**src/rtl/adder_accumulator_pkg.sv**
```systemverilog
// Shared definitions for the adder_accumulator block: FSM state encoding and
// default datapath widths.
package adder_accumulator_pkg;

    localparam int unsigned DEFAULT_N  = 32;
    localparam int unsigned DEFAULT_CW = 16;
    localparam int unsigned SLICE_W    = 4;

    typedef enum logic [1:0] {
        IDLE  = 2'b00,
        ACCUM = 2'b01,
        DONE  = 2'b10
    } state_t;

    // Carry out of one 4-bit lookahead group, from its generate/propagate terms.
    function automatic logic group_carry(input logic [3:0] g, input logic [3:0] p,
                                         input logic c0);
        return g[3]
             | (p[3] & g[2])
             | (p[3] & p[2] & g[1])
             | (p[3] & p[2] & p[1] & g[0])
             | (p[3] & p[2] & p[1] & p[0] & c0);
    endfunction

endpackage

```
**src/rtl/adder_accumulator_cla.sv**
```systemverilog
// N-bit carry-lookahead adder built from 4-bit lookahead slices; reports
// unsigned carry-out and signed overflow alongside the sum.
module adder_accumulator_cla
    import adder_accumulator_pkg::*;
#(
    parameter int unsigned N = DEFAULT_N
) (
    input  logic [N-1:0] a,
    input  logic [N-1:0] b,
    input  logic         cin,
    output logic [N-1:0] sum,
    output logic         cout,
    output logic         of
);

    localparam int unsigned SLICES = N / SLICE_W;

    logic [N-1:0]    gen;
    logic [N-1:0]    prop;
    logic [SLICES:0] blk_c;

    assign gen      = a & b;
    assign prop     = a ^ b;
    assign blk_c[0] = cin;

    for (genvar s = 0; s < SLICES; s++) begin : g_slice
        logic [3:0] sg;
        logic [3:0] sp;
        logic [3:0] c;

        assign sg = gen[SLICE_W*s +: SLICE_W];
        assign sp = prop[SLICE_W*s +: SLICE_W];

        assign c[0] = blk_c[s];
        assign c[1] = sg[0] | (sp[0] & c[0]);
        assign c[2] = sg[1] | (sp[1] & sg[0]) | (sp[1] & sp[0] & c[0]);
        assign c[3] = sg[2] | (sp[2] & sg[1]) | (sp[2] & sp[1] & sg[0])
                    | (sp[2] & sp[1] & sp[0] & c[0]);

        assign blk_c[s+1] = group_carry(sg, sp, c[0]);
        assign sum[SLICE_W*s +: SLICE_W] = sp ^ c;
    end

    assign cout = blk_c[SLICES];
    // Overflow: both operands share a sign and the result's sign differs.
    assign of   = (a[N-1] == b[N-1]) && (sum[N-1] != a[N-1]);

endmodule

```
**src/rtl/adder_accumulator.sv**
```systemverilog
// Frame accumulator: sums accepted beats until in_last, then presents the sum,
// sticky carry/overflow flags and a saturating beat count until handshaked.
module adder_accumulator
    import adder_accumulator_pkg::*;
#(
    parameter int unsigned N  = DEFAULT_N,
    parameter int unsigned CW = DEFAULT_CW
) (
    input  logic          clk,
    input  logic          rst,
    input  logic          in_valid,
    output logic          in_ready,
    input  logic [N-1:0]  in_data,
    input  logic          in_last,
    output logic          out_valid,
    input  logic          out_ready,
    output logic [N-1:0]  out_sum,
    output logic          out_cout,
    output logic          out_of,
    output logic [CW-1:0] out_count
);

    state_t         state;
    state_t         next_state;
    logic [N-1:0]   acc;
    logic [CW-1:0]  count;
    logic           cout_sticky;
    logic           of_sticky;

    logic [N-1:0]   add_sum;
    logic           add_cout;
    logic           add_of;
    logic [CW-1:0]  count_inc;
    logic           accept;
    logic           deliver;

    adder_accumulator_cla #(.N(N)) u_cla (
        .a    (acc),
        .b    (in_data),
        .cin  (1'b0),
        .sum  (add_sum),
        .cout (add_cout),
        .of   (add_of)
    );

    // Saturating increment as a half-adder chain; an all-ones count is held.
    always_comb begin
        logic carry;
        count_inc = count;
        carry     = 1'b1;
        if (!(&count)) begin
            for (int unsigned i = 0; i < CW; i++) begin
                count_inc[i] = count[i] ^ carry;
                carry        = carry & count[i];
            end
        end
    end

    always_comb begin
        next_state = state;
        in_ready   = 1'b0;
        out_valid  = 1'b0;
        case (state)
            IDLE, ACCUM: begin
                in_ready = 1'b1;
                if (in_valid) begin
                    next_state = in_last ? DONE : ACCUM;
                end
            end
            DONE: begin
                out_valid = 1'b1;
                if (out_ready) begin
                    next_state = IDLE;
                end
            end
            default: begin
                next_state = IDLE;
            end
        endcase
    end

    assign accept  = in_valid && in_ready;
    assign deliver = out_valid && out_ready;

    always_ff @(posedge clk) begin
        if (rst) begin
            state       <= IDLE;
            acc         <= '0;
            count       <= '0;
            cout_sticky <= 1'b0;
            of_sticky   <= 1'b0;
        end else begin
            state <= next_state;
            if (deliver) begin
                acc         <= '0;
                count       <= '0;
                cout_sticky <= 1'b0;
                of_sticky   <= 1'b0;
            end else if (accept) begin
                acc         <= add_sum;
                count       <= count_inc;
                cout_sticky <= cout_sticky | add_cout;
                of_sticky   <= of_sticky | add_of;
            end
        end
    end

    assign out_sum   = acc;
    assign out_cout  = cout_sticky;
    assign out_of    = of_sticky;
    assign out_count = count;

endmodule

```
**config.mk**
```make
export PLATFORM = sky130hd
export DESIGN_NAME = adder_accumulator
export DESIGN_NICKNAME = d
export VERILOG_FILES = /design/src/rtl/adder_accumulator_pkg.sv /design/src/rtl/adder_accumulator_cla.sv /design/src/rtl/adder_accumulator.sv
export SDC_FILE = /design/constraint.sdc
export NUM_CORES = 1
export LEC_CHECK = 0
export CAP_MARGIN = 10
export CORE_MARGIN = 10
export CORE_UTILIZATION = 40
export CTS_BUF_LIST = sky130_fd_sc_hd__clkbuf_8
export DETAILED_ROUTE_END_ITERATION = 7
export GPL_TIMING_DRIVEN = 0
export PLACE_DENSITY = 0.77
export RECOVER_POWER = 50
export SLEW_MARGIN = 5
export SYNTH_ARGS = -nofsm -noshare
export SYNTH_HDL_FRONTEND = slang
export SYNTH_HIERARCHICAL = 1
export SYNTH_SLANG_ARGS = --single-unit
```
**constraint.sdc**
```tcl
create_clock -name clk -period 3.7 [get_ports clk]
set_clock_uncertainty 0.15 [all_clocks]
set_input_delay 0.74 -clock clk [delete_from_list [all_inputs] [get_ports clk]]
set_output_delay 0.74 -clock clk [all_outputs]
set_load 0.02 [all_outputs]
```
==> results.md, run 1 <==
- Final wirelength: around 9000 µm
- Synthesized area per cell: between 8 and 9 µm²
- Req. time, crit path: about 3.8 ns
- Core Area: about 0.0083 mm²
- Final min period: 3.54 ns
- Final Cycle Share: a little over nine tenths
- P&R area growth vs syn: 32.7%
- Post-synthesis cell type count: 47
- I/O Pins: just under 90
- DP Area: between 0.004 and 0.005 mm²
- Final setup fails: 0
- GR peak layer: met2
- Status: complete, no violations
- Share of layout cells above drive strength 1: 5.62%
- PortBufs: a little under 90
- EDFF count, synth: 0
- Rows: 33
- Vias per std cell: between 5 and 6
- Cells after Synth: approximately 420
- Fill cells: a little over 800
- CTS root buffer: clkbuf_8
- Pwr dens: 366 mW/mm²
- Met2 usage: between 20% and 30%
- Peak supply drop: about 0.20 mV
- Largest net degree at the start of global routing: 16
- Slew HR: 63.4%
- Routed WL per cell: approximately 14 µm
- CP Class: in2reg
- FF+latch count, synth: between 50 and 60
- Critical path arrival: around 3.6 ns
- Global placement routability congestion: roughly 0.84
- HPWL Detailed: between 7000 and 8000 µm
- Initial antenna violation count: 0
- Global-route wire length before repair: roughly 15000 µm
- Clock transition at path regs: approximately 0.10 ns
- DRC: 0
- Cts bufs inserted: 5
- N_diodes: 0
- Final hold slack: around 0.33 ns
- Initial Util: between 40% and 50%
- Finished Cell Area: 0.00462 mm²
- Final Hold Vio Count: 0
- H-Tree Depth: 2
- Overall Power: approximately 0.0017 W
- Met3 Usage GRT: around 4.4%
- Critical path startpoint category: input port
- Hold Crit Class: reg2reg
- Worst skew pair latency: just under 0.3 ns
- Worst-margin pin slew: 0.550 ns
- Setup repair bufs after CTS: 0
- Die X: roughly 110 µm
- Mapped Area: 0.00348 mm²
- GRT Total Usage: 13.9%
- Worst stage delay on the critical path: ~0.4 ns
- Static Leak: 2.12 nW
- Nets@finish: approximately 610
- CTS Buffer Depth: 2
- Sink Count: 52
- DRT iter0 DRCs: between 90 and 100
- TritonCTS clock tree: done
- Max Cap Viol: 0
- Hold buffer count at CTS: 0
- Most common library cell in the layout ignoring fill and taps: nand2_1
- Post-synth ARST share: 0%
- CP max-delay cell: clkdlybuf4s50_1
- Post-cts gate resize count: 0
- Vias in the first global route: between 3000 and 4000
- FMAX: around 280 MHz
- Seq/Total Area, Yosys: 29.9%
- Met1 usage: 16.7%
- Gr ovfl total: 0
- YS warnings: 6
- First-pass DRT Iterations: 4
- Final ANT Viol Nets: 0
- Routed vias: between 3000 and 4000
- Final Max Tran Viols: 0
- Commonest non-fill, non-tap cells in the layout: nand2_1, clkdlybuf4s50_1, dfxtp_1
- Unrepaired setup endpoints after global routing: yes
- Main synth FF type: dfxtp_1
- CP cell instances: clkdlybuf4s50_1, ha_1, a21oi_2, o21ai_1, or3_1, o211a_1, nor4_2, o21bai_1, fa_1, xor2_1, nand2_1, a21oi_1
- Chip height: roughly 110 µm
- Die area: roughly 0.013 mm²
- Largest driver fanout on the critical path: 5
- Crit end category: flop
-- flip-flops by register name, indices dropped and copies added (netlist names) --
signal     flops
out_cout       1
out_count     16
state          2
out_sum       32
out_of         1
-- logic make-up (layout without fill, tap and decap cells) --
logic type	count (synthesis)	after routing	synth area share, %
compound gates	102	102	19.0
xor+xnor	23	23	6.00
fa+ha+maj	54	54	21.1
buf+inv	29	125	3.99
flops	52	52	29.9
other cells	1	3	0.108
simple gates	157	157	19.9
-- cell type report --
type	count	area, µm²	share of cell area [%]
plain buffers	17	86.3	1.87
clock buffers	5	68.8	1.49
clock inverters	3	38.8	0.839
inverters	12	45.0	0.975
multi-input cells	339	2330	50.4
flip-flops and latches	52	1040	22.6
well taps	105	131	2.84
repair buffers	88	881	19.1
-- stage by stage --
step                TNS, ns  std cells  utilization, %  setup WS (ns)
finish                    0        621            55.4          0.162
CTS                       0        621            55.3         0.0929
global placement     -0.596        613            54.0         -0.190
global route        -0.0448        621            55.4        -0.0321
floorplan                 0        420               -          0.375
detailed placement   -0.828        613            54.0         -0.234
-- critical path, delay by kind of cell --
family | cells | cell delay (ns)
buffers and inverters | 1 | 0.41
AND/OR/NAND/NOR | 3 | 0.71
AO/OA/AOI/OAI | 5 | 0.83
adder cells (fa/ha/maj) | 2 | 0.77
XOR/XNOR | 1 | 0.16
-- synth_stat cells (2+ instances only) --
cell        n  area share [%]
o211a_1     2            0.57
o21ai_1     3            0.43
a21o_1     10             2.2
nor3_1      6            0.86
buf_2       8             1.1
nand4_1     8             1.4
fa_1        8             4.6
o21ai_0    18             2.6
buf_1       3            0.32
o21a_1      5             1.1
buf_6       2            0.65
nand2_1    89             9.6
nor2_1     22             2.4
nand3_1    16             2.3
xnor2_1    13             3.3
clkbuf_1    2            0.22
o21bai_1    3            0.65
a211oi_1    2            0.43
a2111oi_0   2            0.50
xor2_1      9             2.3
dfxtp_1    52              30
ha_1       46              17
a21oi_1    42             6.0
inv_1      12             1.3
nand2b_1    3            0.54
nor2b_1     6             1.1
or3_1       3            0.54
o31a_1      4             1.0
-- routing by layer --
metal	routed length, µm	share of wire, %
met5	0	0
met4	17	0.19
met3	550	6.1
met2	4410	49
met1	3990	44
-- power breakdown --
group / switching, W / internal [W] / total, W
clock: 0.000183 / 0.000198 / 0.000381
combinational: 0.000348 / 0.000305 / 0.000653
sequential: 0.0000467 / 0.000610 / 0.000657
-- final timing paths --
check,startpoint,end,slack [ns],depth (start not counted)
hold reg to reg,out_sum[11]$_SDFFE_PP0P_,out_sum[11]$_SDFFE_PP0P_,0.33,2
setup / recovery,in_data[17],out_sum[25]$_SDFFE_PP0P_,0.16,12
setup reg to reg,out_count[0]$_SDFFE_PP0P_,out_count[15]$_SDFFE_PP0P_,0.19,17
hold / removal,out_sum[11]$_SDFFE_PP0P_,out_sum[11]$_SDFFE_PP0P_,0.33,2
No activity file was read; power rests on OpenSTA's default activity.
==> run 2: changes to the inputs <==
Settings changed: PLACE_DENSITY 0.77 to 0.8.
Clock period 3.7 ns to 3.2 ns, I/O delays scaled along.
==> run 2 against run 1 <==
  * Combinational power up 38%
  * Non-clock buffer count up 17
  * Critical endpoint is now out_sum[31]$_SDFFE_PP0P_
  * Critical path type unchanged
  * Power up 26%
  * Largest power group is now combinational cells
==> results.md, run 2 (synthesis gave the netlist of run 1 again) <==
- Status: complete, no violations
- CP Class: in2reg
- Commonest non-fill, non-tap cells in the layout: nand2_1, dfxtp_1, a21oi_1
- Final setup fails: 0
- TritonCTS clock tree: done
- Routed WL per cell: 15.9 µm
- N_diodes: 0
- Switching Fraction: a little over a third
- Final min period: roughly 3.1 ns
- Pwr dens: roughly 410 mW/mm²
- Worst-margin pin slew: approximately 0.62 ns
- PortBufs: 88
- Die X: ~110 µm
- Finished Cell Area: a little over 0.005 mm²
- GRT Total Usage: approximately 14%
- Rows: 33
- H-Tree Depth: 2
- Clock transition at path regs: approximately 0.10 ns
- P&R area growth vs syn: 49.2%
- Worst skew pair latency: ~0.30 ns
- I/O Pins: 89
- Logic gate share of total power: 42.2%
- Critical path startpoint category: input port
- Worst stage delay on the critical path: between 0.3 and 0.4 ns
- CP cell instances: dlygate4sd2_1, ha_4, nand4_1, buf_6, nor2_4, nand4_1, nor3_4, buf_4, buf_4, o31a_1, buf_4, o31ai_4, buf_4, xnor2_2, nand2_1, a21oi_1
- Nets@finish: between 600 and 700
- Pint: between 0.001 and 0.0015 W
- Chip height: about 110 µm
- Non-Filler Instances: 638
- Slew HR: slightly below 60%
- Final hold slack: 0.325 ns
- Final Cycle Share: a little over nine tenths
- Sequential Power Share: 36.4%
- Final Hold Vio Count: 0
- Final Max Tran Viols: 0
- CTS Buffer Depth: 2
- Routed vias: between 3000 and 4000
- Final wirelength: between 10000 and 15000 µm
- Final ANT Viol Nets: 0
- First-pass DRT Iterations: 4
- Peak supply drop: 0.212 mV
- Share of layout cells above drive strength 1: between 10% and 20%
- DRC: 0
- Crit end category: flop
- Initial antenna violation count: 0
- Overall Power: approximately 0.0021 W
- Core Area: about 0.0083 mm²
- Die area: approximately 0.013 mm²
- Most common library cell in the layout ignoring fill and taps: nand2_1
- Largest driver fanout on the critical path: 4
- Global placement routability congestion: around 0.84
- Static Leak: between 2 and 2.5 nW
- FMAX: about 320 MHz
- Vias in the first global route: approximately 3400
- CP max-delay cell: nor3_4
- NetSw: about 0.00075 W
- Sink Count: 52
- Global-route wire length before repair: 16000 µm
- Req. time, crit path: ~3.3 ns
- Hold Crit Class: reg2reg
- DRT iter0 DRCs: roughly 150
- Vias per std cell: ~5.3
- Gr ovfl total: 0
- Largest net degree at the start of global routing: 16
- Initial Util: a little over two fifths
- CTS root buffer: clkbuf_8
- Clock network power share: 21.4%
- Critical path arrival: between 3 and 4 ns
- Most frequent CP cell: buf_4
- HPWL Detailed: 7270 µm
- Hold buffer count at CTS: 0
- DP Cell Count: ~610
- DP Area: between 0.004 and 0.005 mm²
- Max Cap Viol: 0
- Final core occ: 62.3%
- Cts bufs inserted: 5
- Largest register FFs: 32
-- run 2: cell count changes in the layout (fill, tap and decap cells not counted), sizes merged --
cell,previous run,this run
buf,13,29
clkdlybuf4s15,0,5
dlymetal6s2s,0,8
clkbuf,9,12
dlygate4sd3,37,35
dlygate4sd2,0,3
clkdlybuf4s50,51,35
-- run 2: power by group through the flow --
stage	Sequential [W]	Clock, W	Combinational, W
floorplan	0.000838	0	0.000447
global placement	0.000774	0	0.000753
detailed placement	0.000779	0	0.000775
CTS	0.000768	0.000463	0.000827
global route	0.000785	0.000484	0.000995
finish	0.000773	0.000455	0.000898
-- run 2: layout make-up --
type,instances,area [µm²]
Fill cell,710,3140
Multi-Input combinational cell,339,2750
Sequential cell,52,1050
Timing Repair Buffer,105,1030
Tap cell,105,131
Buffer,17,86.3
Clock buffer,5,68.8
Inverter,12,45.0
Clock inverter,3,38.8
-- run 2: stage by stage --
stage / worst slack, ns / setup TNS [ns]
2_1_floorplan: 0.00489 / 0
3_3_place_gp: -0.578 / -5.28
3_5_place_dp: -0.668 / -6.39
4_1_cts: -0.0253 / -0.0431
5_1_grt: -0.0365 / -0.0784
6_report: 0.0537 / 0
-- run 2: final timing paths --
path                                              endpoint  slack, ns                      start  cells past startpoint
worst min-delay path                   out_of$_SDFFE_PP0P_       0.32        out_of$_SDFFE_PP0P_                      2
worst max-delay path              out_sum[31]$_SDFFE_PP0P_       0.05                in_data[19]                     16
worst max register to register  out_count[14]$_SDFFE_PP0P_       0.09  out_count[1]$_SDFFE_PP0P_                     16
worst min register to register         out_of$_SDFFE_PP0P_       0.32        out_of$_SDFFE_PP0P_                      2
-- run 2: routing by layer --
| layer | vias up | global-route usage (%) | routed length [µm] |
|---|---|---|---|
| met5 | - | 0 | 0 |
| met4 | 0 | 3.47 | 87 |
| met3 | 6 | 4.23 | 593 |
| met2 | 73 | 26.5 | 5450 |
| met1 | 1596 | 16.0 | 4010 |
| li1 | 1681 | - | - |
-- run 2: worst max-delay path, delay by kind of cell --
family / cells / cell delay [ns]
buf+inv: 6 / 0.98
compound gates: 3 / 0.37
fa+ha+maj: 1 / 0.29
xor+xnor: 1 / 0.11
simple gates: 5 / 0.85
-- run 2: repair_timing --
action,in CTS,in global routing
resized for setup,49,55
setup endpoints to repair,9,15
buffers inserted,9,10
pin swaps,19,34
==> run 3: changes to the inputs <==
Clock period 3.2 ns to 2.7 ns, I/O delays scaled along.
==> run 3 against run 2 <==
  * The flow now finishes with violations (setup timing)
  * Combinational power grew 35%
  * Critical path depth stayed put
  * First-iteration DRC count shrank 31%
  * Sequential power rose by 19%
  * Design area rose by 7.4%
  * Via count increased by 4.6%
  * Sequential share of layout area shrank 1.0 points
  * Global-route usage is 1.6 points higher
  * Critical endpoint is now out_count[14]$_SDFFE_PP0P_
  * Largest cell class unchanged
==> results.md, run 3 (synthesis gave the netlist of run 1 again) <==
- Status: finished, violations left
- Failing checks: setup timing
- CTS Buffer Depth: 2
- Largest driver fanout on the critical path: 2
- DRC: 0
- Routed WL per cell: 16.0 µm
- Crit end category: flop
- Chip height: approximately 110 µm
- Global placement routability congestion: between 0.8 and 0.9
- Die X: between 100 and 150 µm
- Largest register FFs: 32
- Die area: 0.0128 mm²
- Cts bufs inserted: 5
- Unrepaired setup endpoints after global routing: yes
- CP Class: reg2reg
- GRT Total Usage: between 10% and 20%
- DRT iter0 DRCs: just over 100
- Critical path arrival: about 3.1 ns
- Largest net degree at the start of global routing: 16
- CP max-delay cell: dfxtp_4
- Final wirelength: about 11000 µm
- TritonCTS clock tree: done
- HPWL Detailed: between 7000 and 8000 µm
- Worst-margin pin slew: approximately 0.54 ns
- Final ANT Viol Nets: 0
- Final hold slack: 0.330 ns
- Vias per std cell: 5.31
- Req. time, crit path: around 2.8 ns
- Final Max Tran Viols: 0
- Final min period: about 3 ns
- Rows: 33
- Final Hold Vio Count: 0
- Final Cycle Share: 110%
- First-pass DRT Iterations: 4
- Peak supply drop: ~0.27 mV
- Hold Crit Class: reg2reg
- PnR worst setup slack: -0.283 ns
- Vias in the first global route: ~3700
- Critical path startpoint category: flop
- CP cell instances: ha_4, ha_4, ha_4, ha_4, ha_4, ha_4, ha_4, ha_4, ha_4, ha_4, ha_4, ha_4, ha_4, ha_4, nand2_2, o21ai_1
- Gr ovfl total: 0
- Clock transition at path regs: around 0.1 ns
- FMAX: approximately 340 MHz
- Max Cap Viol: 0
- CTS root buffer: clkbuf_8
- Most frequent CP cell: ha_4
- Worst stage delay on the critical path: between 0.3 and 0.4 ns
- Most common library cell in the layout ignoring fill and taps: nand2_1
- I/O Pins: 89
- Sink Count: 52
- Core Area: 0.00834 mm²
- Pre-CTS WS: -0.920 ns
- Nets@finish: around 650
- Share of layout cells above drive strength 1: approximately 31%
- Initial Util: around two fifths
- Worst skew pair latency: 0.30 ns
- Global-route wire length before repair: approximately 18000 µm
- Routed vias: 3511
- PortBufs: 88
- Slew HR: between 60 and 70%
- Final setup fails: 16
- H-Tree Depth: 2
- N_diodes: 0
- Pwr dens: around 470 mW/mm²
- Initial antenna violation count: 0
- Commonest non-fill, non-tap cells in the layout: nand2_1, clkdlybuf4s50_1, dfxtp_1
- P&R area growth vs syn: 60.3%
- Static Leak: 2.28 nW
[run 3: cell count changes in the layout (fill, tap and decap cells not counted), sizes merged]
cell,previous run,this run
dlymetal6s2s,8,1
buf,29,63
dlygate4sd3,35,16
clkdlybuf4s50,35,49
bufinv,1,0
dlygate4sd2,3,7
clkdlybuf4s15,5,3
clkinv,1,0
clkbuf,12,13
[run 3: metal layers]
metal  up-vias  share of wire, %  GRT usage, %
met2        87                53          29.6
li1       1728                 -             -
met1      1686                41          17.9
met5         -                 0             0
met3        10               5.1          3.75
met4         0              0.86          4.06
[run 3: power breakdown]
part           switching, W  internal [W]  total, W
Combinational      0.000597      0.000615   0.00121
Sequential        0.0000831      0.000840  0.000923
Clock              0.000251      0.000231  0.000482
[run 3: worst max-delay path: cells and delay by family (launching register included)]
family,cells,cell delay [ns]
AO/OA/AOI/OAI,1,0.11
adder cells (fa/ha/maj),14,2.24
flip-flops,1,0.36
AND/OR/NAND/NOR,1,0.03
[run 3: metrics by stage]
stage               TNS, ns  area (µm²)  instances  total power (W)  utilization (%)
floorplan             -1.16        3790        420          0.00155                -
global placement     -13.91        4800        613          0.00185             57.6
detailed placement   -14.86        4800        613          0.00188             57.6
CTS                   -1.27        5320        647          0.00251             63.8
global route          -3.47        5580        661          0.00279             66.9
finish                -1.55        5580        661          0.00262             66.9
[run 3: repair_timing]
item,CTS,global route
setup endpoints to repair,25,21
hold endpoints to repair,0,0
setup buffers,26,14
hold buffers,0,0
gates resized for setup,107,43
pin swaps,50,23
cloned,0,0
[run 3: path summary, 6_finish.rpt]
path,from,end,slack [ns],depth (start not counted)
hold reg to reg,out_sum[30]$_SDFFE_PP0P_,out_sum[30]$_SDFFE_PP0P_,0.33,2
hold / removal,out_sum[30]$_SDFFE_PP0P_,out_sum[30]$_SDFFE_PP0P_,0.33,2
setup / recovery,out_count[0]$_SDFFE_PP0P_,out_count[14]$_SDFFE_PP0P_,-0.28,16
setup reg to reg,out_count[0]$_SDFFE_PP0P_,out_count[14]$_SDFFE_PP0P_,-0.28,16
[run 3: area by class of cell]
class,instances,area (µm²)
clock buffer,7,96.3
multi-input combinational,339,3010
tap,105,131
sequential,52,1070
inverter,12,45.0
fill,649,2760
clock inverter,1,3.75
buffer,17,92.6
timing repair buffer,128,1140
